`config.mk`:
```
export PLATFORM = sky130hd
export DESIGN_NAME = dc_vlc_bit_packer
export DESIGN_NICKNAME = d
export VERILOG_FILES = /design/src/rtl/dc_vlc_bit_packer.sv
export SDC_FILE = /design/constraint.sdc
export NUM_CORES = 1
export LEC_CHECK = 0
export ABC_CLOCK_PERIOD_IN_PS = 4800
export CAP_MARGIN = 20
export CELL_PAD_IN_SITES_DETAIL_PLACEMENT = 1
export CELL_PAD_IN_SITES_GLOBAL_PLACEMENT = 1
export CORE_MARGIN = 2
export CORE_UTILIZATION = 40
export DETAILED_ROUTE_END_ITERATION = 7
export PLACE_DENSITY = 0.85
export RECOVER_POWER = 50
export SYNTH_ARGS = -nofsm -noshare
export SYNTH_HDL_FRONTEND = slang
export SYNTH_SLANG_ARGS = --single-unit
```
`constraint.sdc`:
```
create_clock -name clk -period 4.8 [get_ports clk]
set_clock_uncertainty 0.05 [all_clocks]
set_input_delay 0.48 -clock clk [delete_from_list [all_inputs] [get_ports clk]]
set_output_delay 0.48 -clock clk [all_outputs]
set_load 0.02 [all_outputs]
```
`src/rtl/dc_vlc_bit_packer.sv`:
```
// -----------------------------------------------------------------------------
// dc_vlc_bit_packer
//
// Packs variable-length codewords from the DC coefficient entropy encoder into
// a contiguous MSB-first bitstream. Complete 32-bit words go out on a
// valid/ready port to the slice writer. A flush request pads the last partial
// word with zeros so the slice ends on a word boundary.
//
// Optional feature macro: BIT_PACKER_BYTE_COUNT_EN
//   When defined, o_byte_count exists and counts emitted bytes (+4 per output
//   handshake, wraps at 2^32, cleared only by reset).
//
// Ports:
//   clk           clock
//   reset_n       asynchronous active-low reset
//   i_in_valid    codeword present
//   o_in_ready    packer accepts a codeword this cycle
//   i_in_code     codeword, right-aligned; only the low i_in_len bits are used
//   i_in_len      codeword length 0..24 (25..31 treated as 24)
//   i_flush       single-cycle request to pad and emit the last partial word
//   o_out_valid   o_out_data holds a packed word
//   i_out_ready   consumer takes the word
//   o_out_data    packed word, first stream bit in bit 31
//   o_flush_done  one-cycle pulse when a flush has completed
//   o_byte_count  bytes emitted since reset (BIT_PACKER_BYTE_COUNT_EN only)
// -----------------------------------------------------------------------------
module dc_vlc_bit_packer #(
    parameter int MAX_LEN = 24,
    parameter int WORD_W  = 32
) (
    input  logic                clk,
    input  logic                reset_n,
    input  logic                i_in_valid,
    output logic                o_in_ready,
    input  logic [MAX_LEN-1:0]  i_in_code,
    input  logic [4:0]          i_in_len,
    input  logic                i_flush,
    output logic                o_out_valid,
    input  logic                i_out_ready,
    output logic [WORD_W-1:0]   o_out_data,
    output logic                o_flush_done
`ifdef BIT_PACKER_BYTE_COUNT_EN
    ,
    output logic [31:0]         o_byte_count
`endif
);

    // The buffer holds at most one partial word (31 bits) plus one maximal
    // codeword, because accepts stop as soon as a full word is buffered.
    localparam int BUF_W  = WORD_W + MAX_LEN;
    localparam int FILL_W = $clog2(BUF_W);

    localparam logic [FILL_W-1:0] WORD_FILL = FILL_W'(WORD_W);
    localparam logic [FILL_W-1:0] ZERO_FILL = '0;
    localparam logic [4:0]        LEN_MAX   = 5'(MAX_LEN);

    typedef enum logic [1:0] {
        ST_RUN,
        ST_FLUSH,
        ST_DONE
    } state_t;

    // Registered state
    state_t              r_state;
    logic [BUF_W-1:0]    r_buf;
    logic [FILL_W-1:0]   r_fill;
    logic                r_in_ready;
    logic                r_out_valid;
    logic [WORD_W-1:0]   r_out_data;
    logic                r_flush_done;

    // Next-state values
    state_t              w_state_next;
    logic [BUF_W-1:0]    w_buf_next;
    logic [FILL_W-1:0]   w_fill_next;
    logic                w_in_ready_next;
    logic                w_out_valid_next;
    logic [WORD_W-1:0]   w_out_data_next;
    logic                w_flush_done_next;

    // Codeword alignment
    logic [4:0]          w_len;
    logic [MAX_LEN-1:0]  w_mask;
    logic [MAX_LEN-1:0]  w_code;
    logic [BUF_W-1:0]    w_ins;
    logic                w_accept;
    logic                w_can_load;
    logic                w_handshake;
    logic                w_full_word;

    assign w_len  = (i_in_len > LEN_MAX) ? LEN_MAX : i_in_len;
    // Shift of an all-ones field by MAX_LEN yields zero, so len 0 masks all.
    assign w_mask = {MAX_LEN{1'b1}} >> (LEN_MAX - w_len);
    assign w_code = i_in_code & w_mask;
    // Left-justify the codeword at the buffer MSB, then drop it just below
    // the current fill. Bits below the fill are always zero, so OR appends.
    assign w_ins  = ({w_code, {WORD_W{1'b0}}} << (LEN_MAX - w_len)) >> r_fill;

    assign w_accept    = i_in_valid && r_in_ready;
    assign w_can_load  = !r_out_valid || i_out_ready;
    assign w_handshake = r_out_valid && i_out_ready;
    assign w_full_word = (r_fill >= WORD_FILL);

    always_comb begin
        w_state_next      = r_state;
        w_buf_next        = r_buf;
        w_fill_next       = r_fill;
        w_out_valid_next  = w_handshake ? 1'b0 : r_out_valid;
        w_out_data_next   = r_out_data;
        w_flush_done_next = 1'b0;

        case (r_state)
            ST_RUN: begin
                // in_ready implies fill < 32, so accept and extract never
                // coincide.
                if (w_accept) begin
                    w_buf_next  = r_buf | w_ins;
                    w_fill_next = r_fill + FILL_W'(w_len);
                end else if (w_full_word && w_can_load) begin
                    w_out_data_next  = r_buf[BUF_W-1 -: WORD_W];
                    w_out_valid_next = 1'b1;
                    w_buf_next       = r_buf << WORD_W;
                    w_fill_next      = r_fill - WORD_FILL;
                end
                if (i_flush) begin
                    w_state_next = ST_FLUSH;
                end
            end

            ST_FLUSH: begin
                if (w_full_word && w_can_load) begin
                    w_out_data_next  = r_buf[BUF_W-1 -: WORD_W];
                    w_out_valid_next = 1'b1;
                    w_buf_next       = r_buf << WORD_W;
                    w_fill_next      = r_fill - WORD_FILL;
                end else if ((r_fill != ZERO_FILL) && w_can_load) begin
                    // Partial tail: bits below the fill are already zero,
                    // which provides the padding.
                    w_out_data_next  = r_buf[BUF_W-1 -: WORD_W];
                    w_out_valid_next = 1'b1;
                    w_buf_next       = '0;
                    w_fill_next      = ZERO_FILL;
                end else if ((r_fill == ZERO_FILL) && w_can_load) begin
                    w_state_next      = ST_DONE;
                    w_flush_done_next = 1'b1;
                end
            end

            ST_DONE: begin
                w_state_next = ST_RUN;
            end

            default: begin
                w_state_next = ST_RUN;
            end
        endcase

        w_in_ready_next = (w_state_next == ST_RUN) && (w_fill_next < WORD_FILL);
    end

    always_ff @(posedge clk or negedge reset_n) begin
        if (!reset_n) begin
            r_state      <= ST_RUN;
            r_buf        <= '0;
            r_fill       <= '0;
            r_in_ready   <= 1'b0;
            r_out_valid  <= 1'b0;
            r_out_data   <= '0;
            r_flush_done <= 1'b0;
        end else begin
            r_state      <= w_state_next;
            r_buf        <= w_buf_next;
            r_fill       <= w_fill_next;
            r_in_ready   <= w_in_ready_next;
            r_out_valid  <= w_out_valid_next;
            r_out_data   <= w_out_data_next;
            r_flush_done <= w_flush_done_next;
        end
    end

    assign o_in_ready   = r_in_ready;
    assign o_out_valid  = r_out_valid;
    assign o_out_data   = r_out_data;
    assign o_flush_done = r_flush_done;

`ifdef BIT_PACKER_BYTE_COUNT_EN
    logic [31:0] r_byte_count;

    always_ff @(posedge clk or negedge reset_n) begin
        if (!reset_n) begin
            r_byte_count <= '0;
        end else if (w_handshake) begin
            r_byte_count <= r_byte_count + 32'd4;
        end
    end

    assign o_byte_count = r_byte_count;
`endif

endmodule

```
==> results of run 1 <==
==> layer usage <==
layer | up-vias | track usage, % | routed length, um
li1 | 4665 | - | -
met1 | 5306 | 43.8 | 16000
met2 | 653 | 56.4 | 18200
met3 | 159 | 6.45 | 3250
met4 | 0 | 14.1 | 1750
met5 | - | 0 | 0
==> repair_timing <==
action                     in CTS  in global routing
buffers inserted                0                  4
setup endpoints to repair       0                 48
hold buffers                    0                  0
resized for setup               0                 21
==> registers in the layout, indices dropped and copies added (netlist names) <==
name	flops
o_flush_done	1
o_out_valid	1
o_out_data	32
o_in_ready	1
r_buf	56
r_state	2
r_fill	6
==> worst max-delay path by stage <==
stage / from / endpoint / slack (ps) / cells after the start
4_1_cts: i_in_len[3] / r_buf[23] / 20 / 18
3_3_place_gp: i_in_len[3] / r_buf[23] / -210 / 18
2_1_floorplan: i_in_len[0] / r_buf[24] / 1 / 19
6_report: i_in_len[4] / r_buf[23] / 20 / 20
3_5_place_dp: i_in_len[3] / r_buf[23] / -300 / 18
5_1_grt: i_in_len[4] / r_buf[23] / -70 / 21
==> cell usage after synthesis (all sizes together) (14+ instances only) <==
cell	instances	area, um^2
a31oi	18	113
nand2	189	709
a211oi	24	190
o21ai	64	339
nor3	45	225
dfrtp	99	2480
o22ai	14	93.8
a22oi	17	133
o211ai	25	193
nand3	28	140
clkbuf	62	233
mux2i	29	303
inv	23	86.3
a21oi	66	338
o221ai	17	166
nor2	110	413
buf	30	181
nand4	14	87.6
==> worst max-delay path: stages <==
cell	delay (ps)
sky130_fd_sc_hd__clkdlybuf4s50_1	570
sky130_fd_sc_hd__nand2_1	110
sky130_fd_sc_hd__nand2_1	110
sky130_fd_sc_hd__ha_1	170
sky130_fd_sc_hd__buf_4	150
sky130_fd_sc_hd__ha_1	270
sky130_fd_sc_hd__nand4b_1	130
sky130_fd_sc_hd__a21oi_1	560
sky130_fd_sc_hd__o22ai_1	170
sky130_fd_sc_hd__buf_4	210
sky130_fd_sc_hd__buf_4	140
sky130_fd_sc_hd__o2111ai_1	160
sky130_fd_sc_hd__o221ai_1	220
sky130_fd_sc_hd__nor3_1	330
sky130_fd_sc_hd__a21oi_1	140
sky130_fd_sc_hd__o32ai_1	430
sky130_fd_sc_hd__buf_4	200
sky130_fd_sc_hd__o41ai_2	70
sky130_fd_sc_hd__buf_4	140
sky130_fd_sc_hd__o21ai_0	210
==> cell type report <==
class                      instances  area (um^2)
multi-input combinational        910         5760
tap                              275          344
sequential                        99         2480
timing repair buffer             266         2170
inverter                          25         93.8
clock buffer                       9          225
fill                            2639         9990
clock inverter                     7         90.1
==> power by group <==
part | switching, W | internal, W | total (W)
clock | 0.000378 | 0.000417 | 0.000795
combinational | 0.00253 | 0.00148 | 0.00401
sequential | 0.000186 | 0.00106 | 0.00124
==> cell families after synthesis <==
logic type / count (synthesis) / synth area share [%]
AO/OA/AOI/OAI: 399 / 34.9
XOR/XNOR: 3 / 0.304
adder cells (fa/ha/maj): 10 / 1.53
buffers and inverters: 117 / 5.87
flip-flops: 99 / 28.6
multiplexers: 36 / 4.54
AND/OR/NAND/NOR: 462 / 24.2
==> metrics by stage <==
stage	setup TNS, ps	std cells
global placement	-3130	1571
finish	0	1591
CTS	0	1587
floorplan	0	1126
detailed placement	-9030	1571
global route	-68.5	1591
==> tab_implementation.tex, run 1 <==
\begin{tabular}{lr}
\hline
Metric & Value \\
\hline
\multicolumn{2}{l}{\textbf{Route}} \\
\quad Post-detailed-route DRC marker count & 0 \\
\quad Overall via count from detail\_route & 10800 \\
\quad Antenna Violating Nets Remaining & 0 \\
\quad DRT Pass-1 Iters & 8 \\
\quad Number of vias per cell after detailed routing & 6.78 \\
\quad Initial DRC Count & 1353 \\
\quad Average detailed-routed wire length per instance & 24.6 um \\
\quad Wire length reported by the detailed router & 39200 um \\
\multicolumn{2}{l}{\textbf{Setup path}} \\
\quad Reg2reg setup slack & 1330 ps \\
\quad Data arrival time at the worst-slack endpoint & 4990 ps \\
\quad Crit end category & flop \\
\quad Worst Path Class, Setup & in -> reg \\
\quad R2r endpoint & r\_buf[29] \\
\quad Largest fanout on the critical path & 6 \\
\quad Req. time, crit path & 5010 ps \\
\quad Startpoint type of the worst setup path & primary input \\
\quad R2r startpoint & r\_fill[1] \\
\quad Cell depth of the worst flop-to-flop path & 9 \\
\multicolumn{2}{l}{\textbf{Die}} \\
\quad Die Span Y & 151 um \\
\quad Initial core utilization & 40.9\% \\
\quad Placeable Area & 21200 um\^{}2 \\
\quad Total die area & 22800 um\^{}2 \\
\quad Horizontal extent of the die & 151 um \\
\quad Number of rows in the core area & 53 \\
\quad \# IOs & 69 \\
\multicolumn{2}{l}{\textbf{Hold path}} \\
\quad Start point of the worst hold path & o\_out\_data[9] \\
\quad Number of cells on the worst hold path & 2 \\
\quad Hold-critical path endpoint & o\_out\_data[9] \\
\quad Kind of path behind the tightest hold check & reg -> reg \\
\multicolumn{2}{l}{\textbf{Synthesis}} \\
\quad Count of cell types in the netlist & 95 \\
\quad Number of synthesized flops with an enable pin & 0 \\
\quad Mapped Nets & 1170 \\
\quad Most frequently used flop master after synthesis & sky130\_fd\_sc\_hd\_\_dfrtp\_1 \\
\quad Sequential-to-total area share from yosys stat & 28.6\% \\
\quad Count of state elements after synthesis & 99 \\
\quad Gate count of the mapped netlist & 1126 \\
\quad Post-Syn Area per Cell & 7.69 um\^{}2 \\
\quad Netlist area before placement & 8650 um\^{}2 \\
\quad Async set-or-reset flop fraction in the synthesized netlist & 100\% \\
\quad Yosys warnings & 0 \\
\multicolumn{2}{l}{\textbf{Clocking}} \\
\quad Clock insertion delay at the later pin of the skew report & 360 ps \\
\quad Total number of clock tree sinks & 99 \\
\quad Reg clk slew, reported paths & 80 ps \\
\quad Number of buffers created by CTS & 9 \\
\quad Number of buffers between clock root and the deepest sink & 2 \\
\quad CTS root buf & sky130\_fd\_sc\_hd\_\_clkbuf\_16 \\
\quad Depth of the CTS H-tree & 3 \\
\quad CTS tree & built \\
\multicolumn{2}{l}{\textbf{GRT}} \\
\quad Initial antenna violation count & 0 \\
\quad Number of global-route vias before repair & 10800 \\
\quad Maximum number of pins on one net before global-route repair & 63 \\
\quad Global-route wire length before repair & 60500 um \\
\quad Total global routing track utilization & 34.1\% \\
\quad Total overflow reported by the global router & 0 \\
\multicolumn{2}{l}{\textbf{STA}} \\
\quad Final setup vio count & 0 \\
\quad Final Max Slew Viols & 63 \\
\quad Shortest period the worst path allows & 4780 ps \\
\quad Period utilisation layout & 99.7\% \\
\quad Maximum clock rate & 209 MHz \\
\quad Worst-Margin Slew & 3450 ps \\
\quad Count of final hold-check violations & 0 \\
\quad Worst path setup slack after routing & 16.4 ps \\
\quad Slew Limit Headroom & -130\% \\
\quad Worst hold-check slack & 424 ps \\
\multicolumn{2}{l}{\textbf{Status}} \\
\quad Violations in the final reports & capacitance limit, slew limit \\
\quad Result of the run & finished, violations left \\
\multicolumn{2}{l}{\textbf{Cells and area}} \\
\quad Layout cell share with drive strength beyond 1 & 20.7\% \\
\quad Diode insertion count for antenna repair & 0 \\
\quad Share of the core filled with cells in the final layout & 52.8\% \\
\quad Syn-to-layout area delta & 29.0\% \\
\quad Final non-filler cell area & 11200 um\^{}2 \\
\quad Top library cells by usage in the layout, fill and taps aside & sky130\_fd\_sc\_hd\_\_buf\_4, sky130\_fd\_sc\_hd\_\_nand2\_1, sky130\_fd\_sc\_hd\_\_nor2\_1 \\
\quad Final layout net count & 1355 \\
\quad Most common cell after layout, fill and taps aside & sky130\_fd\_sc\_hd\_\_buf\_4 \\
\multicolumn{2}{l}{\textbf{Placement}} \\
\quad Port Buf Inserts & 68 \\
\quad HPWL after DPL & 29300 um \\
\quad Global placer's final weighted congestion & 1.01 \\
\quad Placed inst area & 10700 um\^{}2 \\
\quad Post-placement setup slack & -302 ps \\
\multicolumn{2}{l}{\textbf{Power}} \\
\quad Total power consumption of the routed design & 0.00605 W \\
\quad Leakage dissipation & 4.94 nW \\
\quad Worst supply voltage drop on vdd & 0.000334 V \\
\quad Power density over the cells & 542 nW/um\^{}2 \\
\multicolumn{2}{l}{\textbf{Job}} \\
\quad Max-cap violations & 1 \\
\hline
\end{tabular}
No activity file was read; power rests on OpenSTA's default activity.
==> inputs of run 2 (changes only) <==
Settings changed: CELL_PAD_IN_SITES_DETAIL_PLACEMENT 1 to 0, GPL_TIMING_DRIVEN from default to 0, SLEW_MARGIN from default to 40.
==> tab_implementation.tex, run 2 (synthesis gave the netlist of run 1 again) <==
\begin{tabular}{lr}
\hline
Metric & Value \\
\hline
\multicolumn{2}{l}{\textbf{Setup path}} \\
\quad Crit end category & flop \\
\quad Critical path origin & i\_in\_len[0] \\
\quad Reg2reg setup slack & 980 ps \\
\quad Cell at the slowest stage of the critical path & sky130\_fd\_sc\_hd\_\_or4bb\_1 \\
\quad R2r endpoint & r\_buf[24] \\
\quad End of the critical path & r\_buf[24] \\
\quad R2r startpoint & r\_fill[4] \\
\quad Worst Path Class, Setup & in -> reg \\
\quad Cell depth of the worst flop-to-flop path & 10 \\
\quad Highest cell delay on the worst timing path & 500 ps \\
\quad Req. time, crit path & 4990 ps \\
\quad Critical Path, Cell by Cell & dlygate4sd2\_1 > buf\_6 > a21boi\_4 > inv\_4 > buf\_8 > buf\_8 > ha\_4 > inv\_1 > ha\_4 > or4bb\_1 > o22ai\_2 > nor3\_1 > o22ai\_2 > buf\_12 > buf\_4 > o2111ai\_1 > o221ai\_1 > nor3\_1 > a21o\_1 > a2111oi\_4 > buf\_4 > a211oi\_2 > o31a\_1 \\
\quad Largest fanout on the critical path & 10 \\
\quad Startpoint type of the worst setup path & primary input \\
\quad Data arrival time at the worst-slack endpoint & 4830 ps \\
\multicolumn{2}{l}{\textbf{Die}} \\
\quad Placeable Area & 21200 um\^{}2 \\
\quad \# IOs & 69 \\
\quad Initial core utilization & 40.9\% \\
\quad Number of rows in the core area & 53 \\
\quad Horizontal extent of the die & 151 um \\
\quad Total die area & 22800 um\^{}2 \\
\quad Die Span Y & 151 um \\
\multicolumn{2}{l}{\textbf{Clocking}} \\
\quad Depth of the CTS H-tree & 3 \\
\quad Reg clk slew, reported paths & 80 ps \\
\quad Number of buffers created by CTS & 9 \\
\quad CTS root buf & sky130\_fd\_sc\_hd\_\_clkbuf\_16 \\
\quad CTS tree & built \\
\quad Clock insertion delay at the later pin of the skew report & 350 ps \\
\quad Total number of clock tree sinks & 99 \\
\quad Number of buffers between clock root and the deepest sink & 2 \\
\multicolumn{2}{l}{\textbf{Power}} \\
\quad Power density over the cells & 546 nW/um\^{}2 \\
\quad Worst supply voltage drop on vdd & 0.000386 V \\
\quad Total power consumption of the routed design & 0.00604 W \\
\quad Leakage dissipation & 4.53 nW \\
\multicolumn{2}{l}{\textbf{Cells and area}} \\
\quad Number of flip-flops under the largest register name & 56 \\
\quad Area of the multi-input gates & 6310 um\^{}2 \\
\quad Syn-to-layout area delta & 27.9\% \\
\quad Non-Filler Instances & 1523 \\
\quad Sequential cell area in the final layout & 2480 um\^{}2 \\
\quad Fillcell total & 2061 \\
\quad Layout cell share with drive strength beyond 1 & 17.9\% \\
\quad Final layout net count & 1287 \\
\quad Share of the core filled with cells in the final layout & 52.3\% \\
\quad Diode insertion count for antenna repair & 0 \\
\quad Top library cells by usage in the layout, fill and taps aside & sky130\_fd\_sc\_hd\_\_nand2\_1, sky130\_fd\_sc\_hd\_\_nor2\_1, sky130\_fd\_sc\_hd\_\_dfrtp\_1 \\
\quad Most flops, register & r\_buf \\
\quad Most common cell after layout, fill and taps aside & sky130\_fd\_sc\_hd\_\_nand2\_1 \\
\multicolumn{2}{l}{\textbf{STA}} \\
\quad Worst-Margin Slew & 1840 ps \\
\quad Shortest period the worst path allows & 4650 ps \\
\quad Unrepaired setup endpoints after global routing & false \\
\quad Maximum clock rate & 215 MHz \\
\quad Slew Limit Headroom & -22.9\% \\
\quad Final Max Slew Viols & 101 \\
\quad Period utilisation layout & 96.8\% \\
\quad Worst path setup slack after routing & 154 ps \\
\quad Count of final hold-check violations & 0 \\
\quad Final setup vio count & 0 \\
\multicolumn{2}{l}{\textbf{Route}} \\
\quad Post-detailed-route DRC marker count & 0 \\
\quad Overall via count from detail\_route & 10400 \\
\quad Number of vias per cell after detailed routing & 6.80 \\
\quad Wire length reported by the detailed router & 39500 um \\
\quad Initial DRC Count & 1544 \\
\quad Average detailed-routed wire length per instance & 25.9 um \\
\quad Antenna Violating Nets Remaining & 0 \\
\quad DRT Pass-1 Iters & 6 \\
\multicolumn{2}{l}{\textbf{GRT}} \\
\quad Initial antenna violation count & 0 \\
\quad Total overflow reported by the global router & 0 \\
\quad Number of global-route vias before repair & 9536 \\
\quad Maximum number of pins on one net before global-route repair & 72 \\
\quad Total global routing track utilization & 34.3\% \\
\quad Global-route wire length before repair & 58800 um \\
\multicolumn{2}{l}{\textbf{Placement}} \\
\quad Post-Place Cells & 1471 \\
\quad HPWL after DPL & 30100 um \\
\quad Post-placement setup slack & -2570 ps \\
\quad Port Buf Inserts & 68 \\
\quad Global placer's final weighted congestion & 0.975 \\
\multicolumn{2}{l}{\textbf{Status}} \\
\quad Result of the run & finished, violations left \\
\quad Violations in the final reports & capacitance limit, slew limit \\
\multicolumn{2}{l}{\textbf{Hold path}} \\
\quad Kind of path behind the tightest hold check & reg -> reg \\
\multicolumn{2}{l}{\textbf{Job}} \\
\quad Max-cap violations & 2 \\
\hline
\end{tabular}
[run 2: cell types whose count changed in the layout (fill, tap and decap cells not counted), moves of 6 or more]
cell,change
sky130_fd_sc_hd__clkbuf_1,+47
sky130_fd_sc_hd__a211oi_2,+7
sky130_fd_sc_hd__a211oi_1,-9
sky130_fd_sc_hd__a21oi_1,-9
sky130_fd_sc_hd__clkdlybuf4s50_1,-6
sky130_fd_sc_hd__buf_1,+7
sky130_fd_sc_hd__a21oi_2,+7
sky130_fd_sc_hd__o32ai_1,-6
sky130_fd_sc_hd__mux2i_1,-7
sky130_fd_sc_hd__buf_6,+12
sky130_fd_sc_hd__buf_2,+8
sky130_fd_sc_hd__buf_4,-158
sky130_fd_sc_hd__mux2i_2,+6
[run 2: metal layers]
metal	up-vias	wire length [um]	part of all wire (%)	GRT usage [%]
met5	-	0	0	0
met4	0	1270	3.2	10.3
met3	108	4290	11	7.47
met2	686	16100	41	48.3
met1	5027	17800	45	52.0
li1	4537	-	-	-
[run 2: how the worst min path moves through the flow]
stage                       start       endpoint  slack (ps)  cells past startpoint
global route        o_out_data[0]  o_out_data[0]         440                      2
finish              o_out_data[7]  o_out_data[7]         420                      2
detailed placement        reset_n  o_out_data[6]         300                      1
floorplan                 reset_n   o_flush_done         130                      0
CTS                     r_buf[25]  o_out_data[1]         420                      2
global placement        r_buf[25]  o_out_data[1]         400                      2
[run 2: worst max-delay path: cells and delay by family]
family                   cells  cell delay (ps)
AND/OR/NAND/NOR              3              710
adder cells (fa/ha/maj)      2              420
AO/OA/AOI/OAI                9             1880
buffers and inverters        9             1330
[run 2: power breakdown]
part / total (W) / switching [W] / internal, W / leakage (nW)
registers: 0.00123 / 0.000170 / 0.00106 / 1.35
clock network: 0.000732 / 0.000365 / 0.000368 / 0.143
logic: 0.00408 / 0.00274 / 0.00134 / 3.04
total: 0.00604 / 0.00328 / 0.00277 / 4.53
[run 2: final cells by class]
| cell class | instances | area share, % |
|---|---|---|
| tap | 275 | 3.11 |
| sequential | 99 | 22.4 |
| inverter | 25 | 0.904 |
| timing repair buffer | 109 | 9.22 |
| clock inverter | 7 | 0.656 |
| buffer | 89 | 4.68 |
| clock buffer | 9 | 2.03 |
| multi-input combinational | 910 | 57.0 |
[run 2: what timing repair did]
action                     CTS  global route
gates resized for setup    120            51
hold buffers                 1             0
buffers inserted            25            12
cloned                       0             1
pin swaps                   19            19
hold endpoints to repair    28             0
setup endpoints to repair   56            53
[run 2: stage by stage]
stage | area (um^2) | setup TNS [ps] | hold slack (ps)
2_1_floorplan | 8660 | 0 | 134
3_3_place_gp | 9680 | -201300 | 403
3_5_place_dp | 9750 | -128830 | 295
4_1_cts | 10800 | -16.0 | 421
5_1_grt | 11100 | 0 | 440
6_report | 11100 | 0 | 421
==> edit 1: new RTL, settings of run 2 <==
`MAX_LEN`: 24 -> 48.
--- a/src/rtl/dc_vlc_bit_packer.sv
+++ b/src/rtl/dc_vlc_bit_packer.sv
@@ -26,5 +26,5 @@
 // -----------------------------------------------------------------------------
 module dc_vlc_bit_packer #(
-    parameter int MAX_LEN = 24,
+    parameter int MAX_LEN = 48,
     parameter int WORD_W  = 32
 ) (
Interface: changed (resized i_in_code); port bits go from 69 to 93. The function was not compared with the original's and may differ.
==> edit 1 against run 2 <==
- the run ends with capacitance limit, slew limit, setup timing left
- sequential cell count increased by 25
- cell count increased by 69%
- routed wire length increased by 120%
- synthesized area increased by 67%
- total power increased by 51%
- first-iteration DRC count increased by 120%
- setup slack got worse by 0.21 ns
- cell area increased by 78%
- global-route usage increased by 10 points
- combinational power increased by 55%
- sequential share of layout area decreased by 6.6 points
- critical path type unchanged
==> edit 1: results (changes against run 2) <==
- Result of the run: finished, violations left
- Violations in the final reports: capacitance limit, slew limit, setup timing
- Number of antenna diodes: 3 (+3)
- Setup-failing EPs final: 9 (+9)
- Power density over cell area: 462 nW/um2 (-15%)
- Wirelength per Cell: 33.8 um (+30%)
- Cell at the slowest stage of the critical path: sky130_fd_sc_hd__mux4_2
- I/O Buffers: 91 (+34%)
- Average cell area after synthesis: 7.82 um2 (+1.7%)
- Largest net degree at the start of global routing: 69 (-4.2%)
- Via count of the first global-routing pass: 17808 (+87%)
- Max capacitance violation total: 1 (-1)
- Total via count after detailed routing: 19182 (+85%)
- Gp weighted congestion: 1.07 (+10%)
- Beginning of the worst register-to-register path: r_fill[1]
- Critical Path Max Stage Delay: 0.60 ns (+0.10 ns)
- Seq cells: 124 (+25%)
- Area post-placement: 16100 um2 (+65%)
- Layout cell share with drive strength beyond 1: 28.0% (+10 points)
- Peak supply drop: 0.397 mV (+2.9%)
- Endpoint, Worst Hold: o_out_data[29]
- Number of pins exceeding their max-slew limit in the final report: 68 (-33%)
- Critical-path maximum fanout: 7 (-3)
- Share of synthesized area spent on multiplexers: 14.8% (+10 points)
- Half-perimeter wire length after detailed placement: 65800 um (+120%)
- Non-clock inverter count: 23 (-8.0%)
- Setup TNS after final layout: -0.197 ns (-0.197 ns)
- XOR/XNOR share of the synthesized area: 0.294% (-0.0095 points)
- Number of multi-input combinational cells in the layout: 1542 (+69%)
- Overall fraction of global-route tracks in use: 44.8% (+10 points)
- Non-clock buffer total of the final layout: 391 (+97%)
- Slew @ Worst Pin: 3.44 ns (+1.59 ns)
- Fraction of the yosys area taken by sequential cells: 21.5% (-7.2 points)
- Ranking of synthesized cells by instance count: sky130_fd_sc_hd__nand2_1, sky130_fd_sc_hd__nor2_1, sky130_fd_sc_hd__o21ai_0
- First element of the critical path: i_in_len[4]
- Final Worst Setup Slack: -0.0591 ns (-0.213 ns)
- Total wire length: 87100 um (+120%)
- Minimum hold slack: 0.416 ns (-0.00423 ns)
- Number of buffers added for setup after CTS: 83 (+230%)
- Final-layout fill cell count: 3325 (+61%)
- Drt first-iter violations: 3332 (+120%)
- Fin nets: 2167 (+68%)
- Source-to-sink clock delay at the later pin of the worst-skew pair: 0.45 ns (+0.10 ns)
- Wire length of the first global-routing pass: 125000 um (+110%)
- Distinct cell type count after synthesis: 108 (+14%)
- # H-tree levels: 4 (+1)
- Worst-case setup slack after placement: -2.58 ns (-0.0118 ns)
- Cell types occupying the most area after synthesis: sky130_fd_sc_hd__dfrtp_1, sky130_fd_sc_hd__mux4_2, sky130_fd_sc_hd__nand2_1, sky130_fd_sc_hd__o21ai_0, sky130_fd_sc_hd__mux2i_1
- End of the worst register-to-register path: r_buf[46]
- Number of antenna violations at the first check in global routing: 3 (+3)
-- edit 1: cell count changes after synthesis, moves of 29 or more --
cell                       delta
sky130_fd_sc_hd__a22oi_1     +29
sky130_fd_sc_hd__nor2_1      +52
sky130_fd_sc_hd__a211oi_1    +36
sky130_fd_sc_hd__nand2_1     +55
sky130_fd_sc_hd__clkbuf_1    +37
sky130_fd_sc_hd__a21oi_1     +58
sky130_fd_sc_hd__mux2_2      +38
sky130_fd_sc_hd__mux2i_1     +36
sky130_fd_sc_hd__o211ai_1    +30
sky130_fd_sc_hd__o21ai_0     +83
sky130_fd_sc_hd__mux4_2      +43
-- edit 1: per-layer routing --
metal	up-vias	wire [um]	global-route usage [%]
met1	9333	35500	64.8
met2	1772	33800	60.9
met5	-	27	0
met4	4	4440	16.6
met3	355	13400	15.1
li1	7718	-	-
-- edit 1: where the power goes --
part / switching (W) / internal [W]
registers: 0.000143 / 0.00123
clock network: 0.000536 / 0.000872
logic: 0.00431 / 0.00201
==> edit 2: new RTL, flow settings as in run 2 <==
Made on the original files. The 3 states of `state_t` get a one-hot encoding in 3 bits.
--- a/src/rtl/dc_vlc_bit_packer.sv
+++ b/src/rtl/dc_vlc_bit_packer.sv
@@ -55,8 +55,8 @@
     localparam logic [4:0]        LEN_MAX   = 5'(MAX_LEN);
 
-    typedef enum logic [1:0] {
-        ST_RUN,
-        ST_FLUSH,
-        ST_DONE
+    typedef enum logic [2:0] {
+        ST_RUN   = 3'b001,
+        ST_FLUSH = 3'b010,
+        ST_DONE  = 3'b100
     } state_t;
 
Function: same outputs for any inputs over 4 cycles, from zero or initial values and one cycle with reset_n low; so few cycles prove little.
==> edit 2 against run 2 <==
- the run still ends with capacitance limit, slew limit left
- total power shrank 0.44%
- sequential cell count grew 1
- critical path depth shrank 4
- register-to-register slack lost 0.52 ns
- routed wire length grew 12%
- sequential power grew 8%
- cell area grew 2.4%
- setup slack lost 0.094 ns
- synthesized area grew 3.0%
- worst hold slack lost 0.0038 ns
- non-clock buffer count shrank 9
- critical path type unchanged
==> edit 2: results (changes against run 2) <==
- Distinct cell type count after synthesis: 83 (-13%)
- Result of the run: finished, violations left
- Final-layout fill cell count: 2183 (+5.9%)
- Layout cell share with drive strength beyond 1: 17.0% (-0.85 points)
- Half-perimeter wire length after detailed placement: 34200 um (+14%)
- Cell at the slowest stage of the critical path: sky130_fd_sc_hd__nor2_1
- Arrival time of the worst setup path: 4.93 ns (+0.10 ns)
- Overall fraction of global-route tracks in use: 36.9% (+2.5 points)
- Via count of the first global-routing pass: 10326 (+8.3%)
- Gp weighted congestion: 0.996 (+2.2%)
- Number of pins exceeding their max-slew limit in the final report: 54 (-47%)
- Routed met1 length: 18600 um (+4.4%)
- First element of the critical path: i_in_len[4]
- Beginning of the worst register-to-register path: r_fill[3]
- Fin nets: 1361 (+5.7%)
- Drt first-iter violations: 1559 (+0.97%)
- Area fraction in compound gates after synthesis: 34.5% (-0.43 points)
- Worst hold start: o_out_data[5]
- Met3 wire len: 4440 um (+3.5%)
- Post-Syn Nets: 1258 (+7.5%)
- Headroom to the max-slew limit: -118% (-95 points)
- Critical Path Max Stage Delay: 0.72 ns (+0.22 ns)
- Max capacitance violation total: 1 (-1)
- Wire length of the first global-routing pass: 66400 um (+13%)
- Cell types occupying the most area after synthesis: sky130_fd_sc_hd__dfrtp_1, sky130_fd_sc_hd__nand2_1, sky130_fd_sc_hd__a21oi_1, sky130_fd_sc_hd__o21ai_0, sky130_fd_sc_hd__nor2_1
- Area post-placement: 9980 um2 (+2.4%)
- Adder and majority gate portion of the synthesized area: 1.49% (-0.044 points)
- Top Family by Delay on Critical Path: simple AND/OR/NAND/NOR gates
- Fraction of the yosys area taken by sequential cells: 28.1% (-0.53 points)
- I/O Buffers: 65 (-4.4%)
- Total wire length: 44200 um (+12%)
- Violations in the final reports: capacitance limit, slew limit
- Largest net degree at the start of global routing: 55 (-24%)
- Peak supply drop: 0.224 mV (-42%)
- Share of synthesized area spent on multiplexers: 4.98% (+0.45 points)
- LEAKAGE: 4.48 nW (-1.1%)
-- edit 2: area by class of cell --
class / instances / area share, %
inverters: 25 / 0.850
plain buffers: 96 / 4.45
multi-input cells: 992 / 59.0
well taps: 280 / 3.09
clock buffers: 9 / 1.99
clock inverters: 7 / 0.707
repair buffers: 93 / 7.82
flip-flops and latches: 100 / 22.1
-- edit 2: layer usage --
| metal | vias to the layer above | track usage [%] |
|---|---|---|
| li1 | 4791 | - |
| met1 | 5307 | 51.7 |
| met2 | 756 | 54.3 |
| met3 | 147 | 8.25 |
| met4 | 0 | 16.2 |
| met5 | - | 0 |
-- edit 2: path summary, 6_finish.rpt --
path	to	slack, ns	cells past startpoint
worst min-delay path	o_out_data[5]	0.42	2
min in group asynchronous	o_out_data[19]	1.67	2
worst max register to register	r_buf[51]	0.46	10
max in group asynchronous	r_buf[5]	1.15	2
worst max-delay path	r_buf[33]	0.06	19
worst min register to register	o_out_data[5]	0.42	2
-- edit 2: repair_timing --
action,in CTS,in global routing
endpoints found under the hold margin,13,0
pin swaps,15,19
setup endpoints to repair,56,54
buffers inserted,15,10
hold buffers,1,0
gates resized for setup,142,68
-- edit 2: power groups by stage --
| stage | Clock, W | Combinational [W] | Sequential (W) |
|---|---|---|---|
| after global placement | 0 | 0.00344 | 0.00134 |
| after floorplan | 0 | 0.00203 | 0.00141 |
| after detailed placement | 0 | 0.00345 | 0.00135 |
| after CTS | 0.000760 | 0.00368 | 0.00133 |
| after global routing | 0.000795 | 0.00412 | 0.00137 |
| final | 0.000762 | 0.00392 | 0.00133 |
-- edit 2: kinds of logic (layout without fill, tap and decap cells) --
family | count (synthesis) | count (layout)
AOI/OAI and AO/OA | 441 | 441
adders and majority gates | 10 | 10
muxes | 36 | 36
and+or+nand+nor | 501 | 501
buffers and inverters | 122 | 230
DFF | 100 | 100
xor gates and xnor gates | 4 | 4
-- edit 2: per-stage QoR --
step                TNS (ns)  setup slack (ns)  power [W]  std cells  utilization (%)
floorplan                  0            0.0283    0.00344       1214                -
CTS                        0            0.0148    0.00576       1592             50.2
detailed placement   -113.35             -2.34    0.00480       1561             45.7
global placement     -181.72             -2.51    0.00478       1559             45.4
global route         -0.0127           -0.0127    0.00629       1602             51.9
finish                     0            0.0598    0.00602       1602             51.9
